--- src/rtl/dcache_ctrl.sv ---
// Data cache controller: arbitrates one load and one store requester onto the 2-way array,
// sequencing lookup, dirty-victim writeback, line fill and load response, one request at a time.
module dcache_ctrl #(
  parameter int INDEX_W = 5,
  parameter int TAG_W   = 8,
  parameter int ADDR_W  = 16,
  parameter int BLK_W   = 64
) (
  input  logic              clock,
  input  logic              reset,
  input  logic              ld_req_valid,
  input  logic [ADDR_W-1:0] ld_req_addr,
  output logic              ld_req_ready,
  output logic              ld_resp_valid,
  output logic [BLK_W-1:0]  ld_resp_data,
  input  logic              st_req_valid,
  input  logic [ADDR_W-1:0] st_req_addr,
  input  logic [BLK_W-1:0]  st_req_data,
  output logic              st_req_ready,
  output logic              st_done,
  output logic [INDEX_W-1:0] dc_index,
  output logic [TAG_W-1:0]  dc_tag,
  output logic              dc_read_enable,
  output logic              dc_write_enable,
  output logic [BLK_W-1:0]  dc_write_data,
  output logic [3:0]        dc_mem_response,
  output logic [3:0]        dc_mem_tag,
  input  logic              dc_data_is_valid,
  input  logic              dc_data_is_dirty,
  input  logic              dc_data_is_miss,
  input  logic [BLK_W-1:0]  dc_data_out,
  input  logic [BLK_W-1:0]  dc_store_data,
  input  logic [TAG_W-1:0]  dc_victim_tag,
  output logic [1:0]        proc2mem_command,
  output logic [ADDR_W-1:0] proc2mem_addr,
  output logic [BLK_W-1:0]  proc2mem_data,
  input  logic [3:0]        mem2proc_response,
  input  logic [3:0]        mem2proc_tag,
  output logic [15:0]       miss_count
);

  localparam logic [1:0] CMD_NONE  = 2'd0;
  localparam logic [1:0] CMD_LOAD  = 2'd1;
  localparam logic [1:0] CMD_STORE = 2'd2;

  typedef enum logic [2:0] {
    S_IDLE,
    S_LOOKUP,
    S_WRITEBACK,
    S_FILL_REQ,
    S_FILL_WAIT,
    S_RESP
  } state_t;

  state_t             state_q, state_d;
  logic [ADDR_W-1:0]  addr_q, addr_d;
  logic [BLK_W-1:0]   data_q, data_d;
  logic               is_store_q, is_store_d;
  logic [BLK_W-1:0]   victim_data_q, victim_data_d;
  logic [TAG_W-1:0]   victim_tag_q, victim_tag_d;
  logic [3:0]         pend_tag_q, pend_tag_d;
  logic               rr_store_q, rr_store_d;  // 1: store wins the next contended cycle
  logic [15:0]        miss_count_q, miss_count_d;

  logic               grant_ld, grant_st, hit, fill_done;
  logic [INDEX_W-1:0] req_index;
  logic [TAG_W-1:0]   req_tag;

  assign req_index = addr_q[INDEX_W+2:3];
  assign req_tag   = addr_q[ADDR_W-1 -: TAG_W];

  always_ff @(posedge clock) begin
    if (reset) begin
      state_q       <= S_IDLE;
      addr_q        <= '0;
      data_q        <= '0;
      is_store_q    <= 1'b0;
      victim_data_q <= '0;
      victim_tag_q  <= '0;
      pend_tag_q    <= '0;
      rr_store_q    <= 1'b0;
      miss_count_q  <= '0;
    end else begin
      state_q       <= state_d;
      addr_q        <= addr_d;
      data_q        <= data_d;
      is_store_q    <= is_store_d;
      victim_data_q <= victim_data_d;
      victim_tag_q  <= victim_tag_d;
      pend_tag_q    <= pend_tag_d;
      rr_store_q    <= rr_store_d;
      miss_count_q  <= miss_count_d;
    end
  end

  always_comb begin
    state_d       = state_q;
    addr_d        = addr_q;
    data_d        = data_q;
    is_store_d    = is_store_q;
    victim_data_d = victim_data_q;
    victim_tag_d  = victim_tag_q;
    pend_tag_d    = pend_tag_q;
    rr_store_d    = rr_store_q;
    miss_count_d  = miss_count_q;

    ld_req_ready     = 1'b0;
    ld_resp_valid    = 1'b0;
    ld_resp_data     = '0;
    st_req_ready     = 1'b0;
    st_done          = 1'b0;
    dc_index         = '0;
    dc_tag           = '0;
    dc_read_enable   = 1'b0;
    dc_write_enable  = 1'b0;
    dc_write_data    = '0;
    dc_mem_response  = '0;
    dc_mem_tag       = '0;
    proc2mem_command = CMD_NONE;
    proc2mem_addr    = '0;
    proc2mem_data    = '0;
    miss_count       = '0;

    grant_ld  = 1'b0;
    grant_st  = 1'b0;
    hit       = dc_data_is_valid && !dc_data_is_miss;
    // A zero pending tag never matches, so stale replies after reset are dropped.
    fill_done = (pend_tag_q != 4'd0) && (mem2proc_tag == pend_tag_q);

    if (!reset) begin
      dc_mem_tag = mem2proc_tag;
      miss_count = miss_count_q;
      if (state_q != S_IDLE) begin
        dc_index      = req_index;
        dc_tag        = req_tag;
        dc_write_data = data_q;
      end

      case (state_q)
        S_IDLE: begin
          if (ld_req_valid && st_req_valid) begin
            grant_st   = rr_store_q;
            grant_ld   = !rr_store_q;
            rr_store_d = !rr_store_q;
          end else begin
            grant_ld = ld_req_valid;
            grant_st = st_req_valid;
          end
          ld_req_ready = grant_ld;
          st_req_ready = grant_st;
          if (grant_ld || grant_st) begin
            addr_d     = grant_st ? st_req_addr : ld_req_addr;
            data_d     = grant_st ? st_req_data : '0;
            is_store_d = grant_st;
            state_d    = S_LOOKUP;
          end
        end

        S_LOOKUP: begin
          dc_read_enable  = !is_store_q;
          dc_write_enable = is_store_q;
          if (hit) begin
            if (is_store_q) begin
              st_done = 1'b1;
              state_d = S_IDLE;
            end else begin
              state_d = S_RESP;
            end
          end else begin
            if (miss_count_q != 16'hFFFF) miss_count_d = miss_count_q + 16'd1;
            if (dc_data_is_dirty) begin
              victim_data_d = dc_store_data;
              victim_tag_d  = dc_victim_tag;
              state_d       = S_WRITEBACK;
            end else begin
              state_d = S_FILL_REQ;
            end
          end
        end

        S_WRITEBACK: begin
          proc2mem_command = CMD_STORE;
          proc2mem_addr    = {victim_tag_q, req_index, 3'b000};
          proc2mem_data    = victim_data_q;
          if (mem2proc_response != 4'd0) state_d = S_FILL_REQ;
        end

        S_FILL_REQ: begin
          proc2mem_command = CMD_LOAD;
          proc2mem_addr    = addr_q;
          dc_read_enable   = !is_store_q;
          dc_write_enable  = is_store_q;
          dc_mem_response  = mem2proc_response;
          if (mem2proc_response != 4'd0) begin
            pend_tag_d = mem2proc_response;
            state_d    = S_FILL_WAIT;
          end
        end

        S_FILL_WAIT: begin
          if (fill_done) begin
            pend_tag_d = '0;
            if (is_store_q) begin
              st_done = 1'b1;
              state_d = S_IDLE;
            end else begin
              state_d = S_RESP;
            end
          end
        end

        S_RESP: begin
          ld_resp_valid = 1'b1;
          ld_resp_data  = dc_data_out;
          state_d       = S_IDLE;
        end

        default: state_d = S_IDLE;
      endcase
    end
  end

endmodule

--- config.mk ---
export PLATFORM = sky130hd
export DESIGN_NAME = dcache_ctrl
export DESIGN_NICKNAME = d
export VERILOG_FILES = /design/src/rtl/dcache_ctrl.sv
export SDC_FILE = /design/constraint.sdc
export NUM_CORES = 1
export LEC_CHECK = 0
export ABC_AREA = 1
export CELL_PAD_IN_SITES_DETAIL_PLACEMENT = 0
export CELL_PAD_IN_SITES_GLOBAL_PLACEMENT = 1
export CORE_AREA = 2 2 194 196
export DETAILED_ROUTE_END_ITERATION = 8
export DIE_AREA = 0 0 196 198
export PLACE_DENSITY = 0.84
export SLEW_MARGIN = 20
export SYNTH_ARGS = -nofsm -noshare
export SYNTH_HDL_FRONTEND = slang
export SYNTH_SLANG_ARGS = --single-unit
--- constraint.sdc ---
create_clock -name clock -period 2.7 [get_ports clock]
set_clock_uncertainty 0.05 [all_clocks]
set_input_delay 0.27 -clock clock [delete_from_list [all_inputs] [get_ports clock]]
set_output_delay 0.27 -clock clock [all_outputs]
set_load 0.01 [all_outputs]
==> metrics <==
status completed; layout cells sized above 1 4.56%; PortBufs 499; actual slew at the worst max-slew pin 0.674 ns; Finish-stage setup viols 0; Syn Inst Count approximately 1400; Slowest cell on crit path clkdlybuf4s50_1; main area contributors after synthesis dfxtp_1, nor2_1, nand2_1; Ports 500; clock slew seen by the registers of the worst setup and hold paths 0.08 ns; Avg Vias per Cell 4.44; Syn Nets 1646; H-tree Lvls 4; Hold Fails Final Rpt 0; async set-reset flop share out of synthesis 0%; Antenna Violating Nets Remaining 0; fill count 3913; f_max roughly 390 MHz; chip height 198 µm; DRC errors left 0; chip width between 150 and 200 µm; Tot GR Track Use 18.1%; Final Cycle Share 95.5%; crit-path max cell delay 0.64 ns; nets@finish roughly 2100; min-delay worst type in -> reg; register area 3550 µm²; Primary FF master, synth dfxtp_1; Mean Syn Cell Area 6.21 µm²; total grt overflow 0; most numerous cell in the Yosys netlist nor2_1; CTS tree yes; Max clock buf depth 2; max-slew violation total from the final report 0; post-route setup TNS 0 ns; Synth top cells by count nor2_1, nand2_1, dfxtp_1; Initial DRT Pass Iterations 7; row cnt 71; area occupied by multi-input gates 4240 µm²; WL final between 30 and 40 mm; die area 38800 µm²; Synth top area share 40.8%; Core Area 37000 µm²; Routed wire per std cell 15.5 µm; cell mode on critical path nand2_1; Initial Utilization 23.5%; RSZ-0062 raised after global routing false; DR vias 10383; first-pass GRT wire length 55.2 mm; Worst EP arrival 2.26 ns; synth-to-layout area growth 70.0%; largest net degree at the start of global routing 93; CTS root buf clkbuf_16; Yosys top cell by area dfxtp_1; relative slew slack 55.1%; max-cap check violation count 0; CTS Buf Count 17; maximum VDD drop 0.579 mV; crit path time final 2.58 ns; sequential fraction of the synthesis area 40.8%; yosys warns 0; Critical Path End Type output port; Skew-Pair Late Insertion Delay 0.43 ns; P per Cell Area 636 nW/µm²; count of cell types in the netlist 27; vias in the first global route 10033; design area 14800 µm²; CP Class reg -> out; initial antenna violation count 2; FF+latch count, synth 177; Worst EP required 2.38 ns; placer congestion estimate between 0.8 and 0.9; critical path peak fanout 3; LEAKAGE roughly 5.9 nW; clock sinks about 180; dpl cell area 14100 µm²; crit-path cells inv_1, nand2_1, nand2_1, nor2_1, nand3_1, nand2_1, nor3b_1, clkdlybuf4s50_1; DP HPWL 27.1 mm; CP startpoint kind flip-flop; detailed router's first-iteration violation count around 450; synthesized area 8680 µm²; Post-synth EDFFs 0
==> cell families after synthesis <==
logic type / count (synthesis) / share of synthesized area, %
adder cells (fa/ha/maj): 1 / 0.144
flip-flops: 177 / 40.8
AO/OA/AOI/OAI: 208 / 12.4
XOR/XNOR: 9 / 0.909
AND/OR/NAND/NOR: 779 / 35.1
buffers and inverters: 224 / 10.6
==> state kept, by name (all words and copies together) (netlist names) <==
| signal | cells |
|---|---|
| data_q | 64 |
| is_store_q | 1 |
| addr_q | 16 |
| miss_count_q | 16 |
| state_q | 3 |
| rr_store_q | 1 |
| pend_tag_q | 4 |
| victim_tag_q | 8 |
| victim_data_q | 64 |
==> layout by cell type (no fill, tap or decap), types with 3 or more instances in the layout <==
| master | synthesis | final |
|---|---|---|
| nand2_1 | 324 | 323 |
| nand4_1 | 4 | 4 |
| nor3_1 | 22 | 22 |
| clkbuf_16 | 0 | 17 |
| a31oi_1 | 16 | 16 |
| inv_2 | 8 | 7 |
| o21ai_0 | 155 | 153 |
| inv_8 | 0 | 3 |
| buf_12 | 0 | 7 |
| nand3_1 | 17 | 16 |
| nor2_1 | 402 | 401 |
| inv_1 | 125 | 123 |
| xor2_1 | 9 | 9 |
| inv_4 | 0 | 3 |
| o21ai_2 | 3 | 3 |
| buf_4 | 7 | 20 |
| o21ai_1 | 13 | 15 |
| a21oi_1 | 20 | 20 |
| inv_6 | 0 | 7 |
| clkdlybuf4s50_1 | 0 | 498 |
| dfxtp_1 | 177 | 175 |
| nor2_4 | 5 | 6 |
==> repair_timing <==
action,CTS,global route
resized for setup,2,7
endpoints found under the setup margin,7,125
hold buffers,0,0
pin swaps,0,1
buffers inserted,0,4
==> final cells by class <==
| type | instances | area share [%] |
|---|---|---|
| tap | 474 | 4.02 |
| antenna | 2 | 0.0339 |
| inverter | 133 | 3.44 |
| multi-input combinational | 997 | 28.7 |
| clock buffer | 19 | 3.07 |
| clock inverter | 13 | 0.933 |
| sequential | 177 | 24.0 |
| timing repair buffer | 525 | 35.8 |
==> layer usage <==
metal / part of all wire (%) / wire length (µm) / vias up / global-route usage (%)
met1: 40 / 14500 / 4743 / 20.6
met4: 3.3 / 1190 / 0 / 7.32
li1: - / - / 5199 / -
met5: 0 / 0 / - / 0
met2: 50 / 18000 / 387 / 32.6
met3: 6.8 / 2480 / 54 / 4.39
==> worst max-delay path: cells and delay by family, from the launching register on <==
family / cells / cell delay (ns)
simple gates: 6 / 0.73
buf+inv: 2 / 0.73
flops: 1 / 0.37
==> through the flow <==
stage	std cells	setup slack [ns]	power [mW]	hold WS (ns)	util, %
after detailed placement	2302	0.147	6.80	0.422	38.2
after CTS	2334	0.000595	9.42	0.0341	39.8
final	2340	0.122	9.38	0.0711	39.9
after global placement	2302	0.139	6.78	0.414	38.2
after global routing	2340	0.00228	9.98	0.0566	39.9
after floorplan	1398	1.02	5.31	0.333	-
==> where the power goes <==
group | internal (mW) | switching, mW | leakage [nW]
Sequential | 3.16 | 0.277 | 1.44
Clock | 1.36 | 1.21 | 0.292
Combinational | 1.34 | 2.02 | 4.13
Total | 5.86 | 3.51 | 5.87
==> path summary, 6_finish.rpt <==
| check | from | to | slack (ns) | depth (start not counted) |
|---|---|---|---|---|
| setup / recovery | pend_tag_q[2] | st_done | 0.12 | 8 |
| hold / removal | reset | miss_count_q[10] | 0.07 | 2 |
| setup reg to reg | state_q[2] | addr_q[8] | 0.60 | 10 |
| hold reg to reg | data_q[51] | data_q[51] | 0.43 | 2 |
No activity file was read; power rests on OpenSTA's default activity.
